$ cat config.mk
export PLATFORM = sky130hd
export DESIGN_NAME = stack_seq_ctrl
export DESIGN_NICKNAME = d
export VERILOG_FILES = /design/src/rtl/stack_ctrl_pkg.sv /design/src/rtl/stack_seq_ctrl.sv
export SDC_FILE = /design/constraint.sdc
export NUM_CORES = 1
export LEC_CHECK = 0
export CAP_MARGIN = 10
export CORE_MARGIN = 2
export CORE_UTILIZATION = 45
export CTS_CLUSTER_DIAMETER = 100
export DETAILED_ROUTE_END_ITERATION = 6
export PLACE_DENSITY_LB_ADDON = 0.12
export SYNTH_ARGS = -nofsm -noshare
export SYNTH_HDL_FRONTEND = slang
export SYNTH_SLANG_ARGS = --single-unit
$ cat constraint.sdc
create_clock -name clk -period 4.1 [get_ports clk]
set_clock_uncertainty 0.2 [all_clocks]
set_input_delay 1.23 -clock clk [delete_from_list [all_inputs] [get_ports clk]]
set_output_delay 1.23 -clock clk [all_outputs]
set_load 0.05 [all_outputs]
$ cat src/rtl/stack_ctrl_pkg.sv
// rtl/stack_ctrl_pkg.sv - shared encodings for the stack processor sequencer
// Purpose: opcode enum, sequencer state enum and ALU command constants.
// Ports: none (package).
package stack_ctrl_pkg;

  typedef enum logic [2:0] {
    OP_ADD  = 3'b000,
    OP_SUB  = 3'b001,
    OP_AND  = 3'b010,
    OP_NOT  = 3'b011,
    OP_PUSH = 3'b100,
    OP_POP  = 3'b101,
    OP_JMP  = 3'b110,
    OP_JZ   = 3'b111
  } opcode_e;

  typedef enum logic [3:0] {
    ST_FETCH    = 4'd0,
    ST_DECODE   = 4'd1,
    ST_POP_A    = 4'd2,
    ST_POP_B    = 4'd3,
    ST_ALU_PUSH = 4'd4,
    ST_NOT_PUSH = 4'd5,
    ST_MEM_RD   = 4'd6,
    ST_PUSH_WR  = 4'd7,
    ST_POP_RD   = 4'd8,
    ST_MEM_WR   = 4'd9,
    ST_JMP      = 4'd10,
    ST_TOS_RD   = 4'd11,
    ST_JZ_BR    = 4'd12
  } state_e;

  localparam logic [1:0] CMD_ADD = 2'b00;
  localparam logic [1:0] CMD_SUB = 2'b01;
  localparam logic [1:0] CMD_AND = 2'b10;
  localparam logic [1:0] CMD_NOT = 2'b11;

endpackage

$ cat src/rtl/stack_seq_ctrl.sv
// rtl/stack_seq_ctrl.sv - multicycle sequencer with mem_ready handshake
// Purpose: steps the stack datapath through fetch, decode and execute states,
//   holding memory states until mem_ready.
// Ports: clk, rst (async, active-low); opcode = IR[7:5]; mem_ready handshake;
//   outputs are datapath strobes/selects plus instr_done pulse.
module stack_seq_ctrl
  import stack_ctrl_pkg::*;
(
  input  logic       clk,
  input  logic       rst,
  input  logic [2:0] opcode,
  input  logic       mem_ready,
  output logic       pc_write,
  output logic       pc_write_cond,
  output logic       IorD,
  output logic       IR_write,
  output logic       Pc_src,
  output logic       readmem,
  output logic       writemem,
  output logic       MtoS,
  output logic       ld_A,
  output logic       ld_B,
  output logic       pop,
  output logic       push,
  output logic       tos,
  output logic       Sel_A,
  output logic       Sel_B,
  output logic [1:0] controller_command,
  output logic       instr_done
);

  state_e  r_state;
  state_e  w_next;
  opcode_e w_op;
  logic    w_pcw, w_pcwc, w_iord, w_irw, w_pcsrc, w_rd, w_wr, w_mtos;
  logic    w_lda, w_ldb, w_pop, w_push, w_tos, w_sela, w_selb, w_done;
  logic [1:0] w_cmd;

  assign w_op = opcode_e'(opcode);

  always_ff @(posedge clk or negedge rst) begin
    if (!rst) r_state <= ST_FETCH;
    else      r_state <= w_next;
  end

  always_comb begin
    w_next = r_state;
    w_pcw = 1'b0; w_pcwc = 1'b0; w_iord = 1'b0; w_irw = 1'b0;
    w_pcsrc = 1'b0; w_rd = 1'b0; w_wr = 1'b0; w_mtos = 1'b0;
    w_lda = 1'b0; w_ldb = 1'b0; w_pop = 1'b0; w_push = 1'b0;
    w_tos = 1'b0; w_sela = 1'b0; w_selb = 1'b0; w_done = 1'b0;
    w_cmd = CMD_ADD;
    case (r_state)
      ST_FETCH: begin
        w_rd = 1'b1;
        // IR load and PC+1 fire only in the ready cycle so a wait never repeats them
        if (mem_ready) begin
          w_irw = 1'b1; w_pcw = 1'b1; w_sela = 1'b1; w_selb = 1'b1;
          w_next = ST_DECODE;
        end
      end
      ST_DECODE: begin
        case (w_op)
          OP_PUSH: w_next = ST_MEM_RD;
          OP_POP:  w_next = ST_POP_RD;
          OP_JMP:  w_next = ST_JMP;
          OP_JZ:   w_next = ST_TOS_RD;
          default: w_next = ST_POP_A;
        endcase
      end
      ST_POP_A: begin
        w_pop = 1'b1; w_lda = 1'b1;
        w_next = (w_op == OP_NOT) ? ST_NOT_PUSH : ST_POP_B;
      end
      ST_POP_B: begin
        w_pop = 1'b1; w_ldb = 1'b1;
        w_next = ST_ALU_PUSH;
      end
      ST_ALU_PUSH: begin
        w_push = 1'b1; w_cmd = opcode[1:0]; w_done = 1'b1;
        w_next = ST_FETCH;
      end
      ST_NOT_PUSH: begin
        w_push = 1'b1; w_cmd = CMD_NOT; w_done = 1'b1;
        w_next = ST_FETCH;
      end
      ST_MEM_RD: begin
        w_rd = 1'b1; w_iord = 1'b1;
        if (mem_ready) w_next = ST_PUSH_WR;
      end
      ST_PUSH_WR: begin
        w_push = 1'b1; w_mtos = 1'b1; w_done = 1'b1;
        w_next = ST_FETCH;
      end
      ST_POP_RD: begin
        w_pop = 1'b1; w_lda = 1'b1;
        w_next = ST_MEM_WR;
      end
      ST_MEM_WR: begin
        w_wr = 1'b1; w_iord = 1'b1;
        if (mem_ready) begin
          w_done = 1'b1;
          w_next = ST_FETCH;
        end
      end
      ST_JMP: begin
        w_pcw = 1'b1; w_pcsrc = 1'b1; w_done = 1'b1;
        w_next = ST_FETCH;
      end
      ST_TOS_RD: begin
        w_tos = 1'b1; w_lda = 1'b1;
        w_next = ST_JZ_BR;
      end
      ST_JZ_BR: begin
        w_pcwc = 1'b1; w_pcsrc = 1'b1; w_done = 1'b1;
        w_next = ST_FETCH;
      end
      default: w_next = ST_FETCH;
    endcase
  end

  // Reset masks the decoded FETCH outputs so the datapath sees all-zero while held
  assign pc_write           = rst & w_pcw;
  assign pc_write_cond      = rst & w_pcwc;
  assign IorD               = rst & w_iord;
  assign IR_write           = rst & w_irw;
  assign Pc_src             = rst & w_pcsrc;
  assign readmem            = rst & w_rd;
  assign writemem           = rst & w_wr;
  assign MtoS               = rst & w_mtos;
  assign ld_A               = rst & w_lda;
  assign ld_B               = rst & w_ldb;
  assign pop                = rst & w_pop;
  assign push               = rst & w_push;
  assign tos                = rst & w_tos;
  assign Sel_A              = rst & w_sela;
  assign Sel_B              = rst & w_selb;
  assign controller_command = rst ? w_cmd : 2'b00;
  assign instr_done         = rst & w_done;

endmodule

Word level (Yosys, flattened, before mapping)
Cells that the tools add are included.
Operators by class
  reduce and logical (&&, ||, !) cells: 9
  bitwise logic cells: 14
  mux-type cells: 23
  eq/ne operators: 20
Operators by type and width (count)
  one-hot mux 4 bit (8 select lines): 1
  == test 4 bit, second input constant: 5
  == test 4 x 3 -> 1 bit, second input constant: 4
  one-hot mux 4 bit (4 select lines): 1
  bitwise AND 1 bit: 14
  two-way mux 1 bit: 13
  == test 3 bit, second input constant: 4
  two-way mux 4 bit: 3
  OR reduction 3 bit: 3
  == test 4 x 2 -> 1 bit, second input constant: 2
  inequality test 2 bit, second input constant: 3
  OR reduction 2 bit: 3
  OR reduction 5 bit: 1
  == test 4 x 1 -> 1 bit, second input constant: 1
  zero test 4 bit: 1
  one-hot mux 1 bit (2 select lines): 2
  one-hot mux 2 bit (2 select lines): 1
  == test 3 x 2 -> 1 bit, second input constant: 1
  two-way mux 3 bit: 1
  AND reduction 3 bit: 1
  two-way mux 2 bit: 1
Word-level totals
  word-level logic and storage cells: 67
  bits in registers: 4
  bits of input ports: 6
  output and inout bits: 18

Logic depth before layout (Yosys ltp)
Gate-level depths: netlist of the first run.
  depth after elaboration: 4
  mapped depth: 5

Least setup slack after synthesis of the first run
No wires, ideal clock.
  kind: input to output
  from: in mem_ready
  to: out Sel_A
  arrival: 3.368 ns
  required time: 2.670 ns
  stages on the path: 3
  buffers on the path: 1
  setup slack: -0.698 ns
  cells stage by stage: nand2b_1 > nor4_1 > buf_4
On the way
  longest elaborated chain between the ends: 3
RTL lines
  start: declaration: RTL line stack_seq_ctrl.sv:12  | input logic mem_ready,
  two-way mux 1 bit (2 in a row)
  bitwise AND 1 bit
  end: declaration: RTL line stack_seq_ctrl.sv:26  | output logic Sel_A,
Every way passes these cells.

Worst setup path after layout of the first run
  from: in mem_ready
  to: out instr_done
On the way
  longest elaborated chain between the ends: 3
RTL lines
  two-way mux 1 bit: RTL line stack_seq_ctrl.sv:101  | if (mem_ready) begin
  one-hot mux 1 bit (2 select lines): RTL line stack_seq_ctrl.sv:53  | case (r_state)
  bitwise AND 1 bit: RTL line stack_seq_ctrl.sv:139  | assign instr_done = rst & w_done;
  end: declaration: RTL line stack_seq_ctrl.sv:29  | output logic instr_done
Every way passes these cells.

==> metrics, run 1 <==
Yosys warning count 0; hold violation count in the final report 0; H-tree Lvls 1; Critical Path Fanout Max 4; min cycle time layout 4.05 ns; max reg flops 4; Yosys cell types 36; remaining global-route overflow 0; biggest regs r_state (4); area occupied by multi-input gates 432 µm²; initial DRC count 27; setup ws final 0.0469 ns; first-pass GRT wire length 2790 µm; Syn Area/Cell 7.89 µm²; CP arrival 2.62 ns; Max Clock Freq 0.247 GHz; cell area power density 624 nW/µm²; die area 1620 µm²; class of the worst hold path reg -> reg; CP Capture Type output port; # rows 13; vias in the first global route 656; Post-Syn Area 592 µm²; Max Transition Viols Final 0; TritonRoute pass-1 iters 4; outcome finished, final reports clean; Least-Margin Pin Slew 0.708 ns; Placement Setup Slack 0.0377 ns; register area share after synthesis 16.9%; n_diodes 0; Sequential Area 100 µm²; Post-CTS Setup Bufs 0; peak supply drop 0.340 mV; I/O Buffers 23; max cap viols 0; post-synth net total 81; Seq cells post-synth 4; fin cells 110; CP startpoint mem_ready; final wirelength 1630 µm; clock buffer depth 2; RSZ-0062 raised after global routing false; Post-DP HPWL 1210 µm; number of cells in the design after placement 107; Largest Register r_state; clk_lat worst skew 0.23 ns; largest net degree at the start of global routing 20; Setup Crit Path Kind in -> out; CORE AREA 1270 µm²; GPL Wtd Cong 0.772; max_slew headroom 52.8%; Die Span X 40.3 µm; Synth area leader dfrtp_1; vias per cell 6.11; Sink Count 4; Synth Instances 75; CTS tree built; startpoint class of the critical path input port; IO Pins 24; TritonCTS Buffers 3; Yosys top cell area share 16.9%; R2R Path Start r_state[3]; clock slew at reported path FFs 0.04 ns; EDFF count, synth 0; # fillers 80; hold_buf cts 0; final setup fails 0; routed via count 672; CP Data Required Time 2.67 ns; Die Y 40.3 µm; GRT Total Usage 26.0%; hold wc startpoint r_state[1]; post-CTS sizing 0; Pleak 0.409 nW; synth top area cells dfrtp_1 17%, nand2b_1 6.3%, nor3_1 5.1%; DR WL/cell 14.8 µm; final worst path period share 98.9%; effective utilization at floorplan 46.6%; ys async rst share 100%; layout cell share with drive strength beyond 1 31.6%; CTS Root Cell clkbuf_4; ys flop type dfrtp_1; Layout Nets 103; total negative slack 0 ns; remaining antenna violation count 0; DRC 0; initial antenna violation count 0; P&R area growth vs syn 73.4%
-- layout by cell type, fill, tap and decap left out, types with 2 or more instances in the layout --
cell type / Yosys / final
buf_12: 0 / 19
nand2b_1: 6 / 6
nor3_1: 6 / 6
nor2_1: 5 / 5
clkdlybuf4s50_1: 0 / 5
inv_1: 4 / 4
nor2b_1: 4 / 4
o21a_1: 4 / 4
nand2_1: 4 / 4
dfrtp_1: 4 / 4
clkbuf_4: 0 / 3
a2111oi_2: 2 / 2
and3_1: 2 / 2
and2_1: 2 / 2
nor4_1: 3 / 2
-- path summary, 6_finish.rpt --
| kind | to | slack, ns | depth (start not counted) |
|---|---|---|---|
| hold / removal | r_state[2] | 0.66 | 1 |
| min in group asynchronous | r_state[1] | 1.13 | 2 |
| setup / recovery | instr_done | 0.05 | 5 |
| hold reg to reg | r_state[2] | 0.66 | 1 |
| max in group asynchronous | r_state[0] | 2.47 | 2 |
| setup reg to reg | r_state[2] | 2.30 | 3 |
-- kinds of logic (layout without fill, tap and decap cells) --
| family | Yosys count | count (layout) | share of synthesized area [%] |
|---|---|---|---|
| AO/OA/AOI/OAI | 15 | 15 | 22.0 |
| AND/OR/NAND/NOR | 41 | 41 | 42.7 |
| multiplexers | 2 | 2 | 4.23 |
| XOR/XNOR | 1 | 1 | 1.48 |
| flip-flops | 4 | 4 | 16.9 |
| buffers and inverters | 12 | 32 | 12.7 |
-- cell usage after synthesis, types with 2 or more instances --
library cell  instances
buf_6                 2
nand2_1               4
nor2_1                5
inv_1                 4
buf_2                 3
nand2b_1              6
nor3_1                6
a2111oi_2             2
and3_1                2
nor2b_1               4
nor4_1                3
o21a_1                4
dfrtp_1               4
buf_4                 3
and2_1                2
-- power by group --
part	total, mW	leakage (nW)	switching (mW)	internal [mW]
clock	0.0501	0.0138	0.0173	0.0328
combinational	0.462	0.344	0.235	0.227
sequential	0.129	0.0513	0.0744	0.0542
-- layer usage --
layer | GRT usage, % | up-vias | routed length [µm]
li1 | - | 318 | -
met2 | 46.4 | 30 | 844
met4 | 10.0 | 0 | 14
met5 | 0 | - | 0
met3 | 6.67 | 2 | 107
met1 | 29.1 | 322 | 666
-- layout make-up --
class | count | share of cell area (%)
tap | 15 | 1.83
sequential | 4 | 9.76
inverter | 4 | 1.46
clock buffer | 3 | 2.20
timing repair buffer | 25 | 42.7
multi-input combinational | 59 | 42.1
-- worst max-delay path, stage by stage --
cell	delay, ns
clkdlybuf4s50_1	0.52
inv_1	0.06
o311a_1	0.32
nor3_1	0.31
buf_12	0.18
-- stage by stage --
stage	hold WS, ns	power (mW)	utilization (%)	area [µm²]
6_report	0.656	0.641	80.9	1030
4_1_cts	0.650	0.640	80.9	1030
3_3_place_gp	0.626	0.578	79.1	1000
5_1_grt	0.713	0.679	80.9	1030
2_1_floorplan	0.412	0.425	-	607
3_5_place_dp	0.636	0.589	79.1	1000
Power figures use the tool's default switching activity.
==> run 2, diff against run 1 <==
ABC_CLOCK_PERIOD_IN_PS = 4100   (was not set)
CAP_MARGIN = 20   (was 10)
==> results of run 2 <==
No change in the layout: final DEF, timing and power equal those of run 1.
==> run 3, diff against run 2 <==
CORE_ASPECT_RATIO = 0.9   (was not set)
CORE_UTILIZATION = 30   (was 45)
DONT_BUFFER_PORTS = 1   (was not set)
SLEW_MARGIN = 25   (was not set)
==> metrics, run 3 (synthesis gave the netlist of run 1 again) <==
Layout Nets 91 (-12%); peak supply drop 0.257 mV (-24%); min cycle time layout 3.50 ns (-0.548 ns); CTS Root Cell clkbuf_4; Slowest-stage cell, CP o21a_1; H-tree Lvls 1 (unchanged); startpoint class of the critical path input port; routed via count 578 (-14%); final core utilization 37.9% (-43 points); largest net degree at the start of global routing 20 (unchanged); Pleak 0.301 nW (-26%); vias in the first global route 523 (-20%); CP startpoint rst; Post-DP HPWL 1130 µm (-6.4%); GRT Total Usage 14.1% (-12 points); final worst path period share 85.5% (-13 points); post-CTS sizing 0 (unchanged); CP arrival 2.07 ns (-0.55 ns); layout cell share with drive strength beyond 1 27.7% (-3.9 points); clk_lat worst skew 0.23 ns (about the same); Least-Margin Pin Slew 0.642 ns (-0.0663 ns); Post-CTS Setup Bufs 0 (unchanged); cell area power density 744 nW/µm² (+19%); total negative slack 0 ns (unchanged); final wirelength 1540 µm (-5.6%); # rows 15 (+2); Max Transition Viols Final 0 (unchanged); Setup Crit Path Kind in -> out; CORE AREA 1900 µm² (+49%); most frequent cells in the layout 12 x buf_4, 6 x nand2b_1, 6 x nor3_1; Die Y 46.1 µm (+15%); RSZ-0062 raised after global routing false; hold violation count in the final report 0 (unchanged); R2R Path Start r_state[3]; DR WL/cell 14.3 µm (-3.9%); fin cells 108 (-1.8%); vias per cell 5.35 (-12%); remaining global-route overflow 0 (unchanged); IO Pins 24 (unchanged); Max Clock Freq 0.285 GHz (+16%); n_diodes 0 (unchanged); max reg flops 4 (unchanged); TritonRoute pass-1 iters 4 (unchanged); remaining antenna violation count 0 (unchanged); die area 2340 µm² (+45%); CP Data Required Time 2.67 ns (about the same); effective utilization at floorplan 31.2% (-15 points); Largest Register r_state; final setup fails 0 (unchanged); outcome finished, final reports clean; Min Hold Slack 0.492 ns (-0.164 ns); P&R area growth vs syn 21.4%; # fillers 208 (+160%); Die Span X 50.8 µm (+26%); R2R Setup Slk 2.33 ns (+0.03 ns); CP Capture Type output port; max incr delay on CP 0.47 ns (-0.05 ns); clock buffer depth 2 (unchanged); max_slew headroom 57.2% (+4.4 points); initial DRC count 11 (-59%); hold_buf cts 0 (unchanged); first-pass GRT wire length 2440 µm (-13%); GPL Wtd Cong 0.684 (-11%); crit-path cells inv_1, nor3b_1, o21a_1; TritonCTS Buffers 3 (unchanged); CTS tree built; DRC 0 (unchanged); biggest regs r_state (4); number of cells in the design after placement 105 (-1.9%); initial antenna violation count 0 (unchanged); Critical Path Fanout Max 9 (+5); Sink Count 4 (unchanged); I/O Buffers 0 (-100%); leading cell type in the layout, fill and taps excluded buf_4; class of the worst hold path in -> async; clock slew at reported path FFs 0.04 ns (about the same); max cap viols 0 (unchanged)
-- run 3: cell types whose count changed in the layout (fill, tap and decap cells not counted), sizes merged --
cell | previous run | this run
buf | 20 | 13
clkdlybuf4s50 | 5 | 0
-- run 3: path summary, 6_finish.rpt --
kind / to / depth (start not counted)
worst max-delay path: controller_command[1] / 3
worst max register to register: r_state[2] / 3
min in group clk: r_state[2] / 1
worst min register to register: r_state[2] / 1
max in group asynchronous: r_state[2] / 0
worst min-delay path: r_state[3] / 0
-- run 3: area by class of cell --
type | instances | area, µm² | share of cell area [%]
multi-input combinational | 59 | 432 | 60.1
clock buffer | 3 | 22.5 | 3.14
inverter | 4 | 15.0 | 2.09
tap | 25 | 31.3 | 4.36
sequential | 4 | 100 | 13.9
timing repair buffer | 13 | 118 | 16.4
-- run 3: layer usage --
metal  GRT usage [%]  vias up  share of wire [%]
met2            21.1       18                 46
li1                -      290                  -
met3            4.87        0                5.4
met5               0        -                  0
met1            19.1      270                 49
met4            4.86        0                  0
-- run 3: where the power goes --
| part | switching [mW] | internal (mW) |
|---|---|---|
| registers | 0.0622 | 0.0545 |
| logic | 0.222 | 0.147 |
| clock network | 0.0160 | 0.0327 |
| total | 0.300 | 0.234 |
-- run 3: worst max-delay path: cells and delay by family --
family / cells / cell delay, ns
simple gates: 1 / 0.27
buf+inv: 1 / 0.09
compound gates: 1 / 0.47
-- run 3: metrics by stage --
step                power, mW  instance area [µm²]  worst slack (ns)
finish                  0.534                  718             0.595
global route            0.573                  718             0.417
CTS                     0.538                  718             0.590
detailed placement      0.488                  696             0.591
global placement        0.490                  696             0.632
floorplan               0.425                  607            0.0232
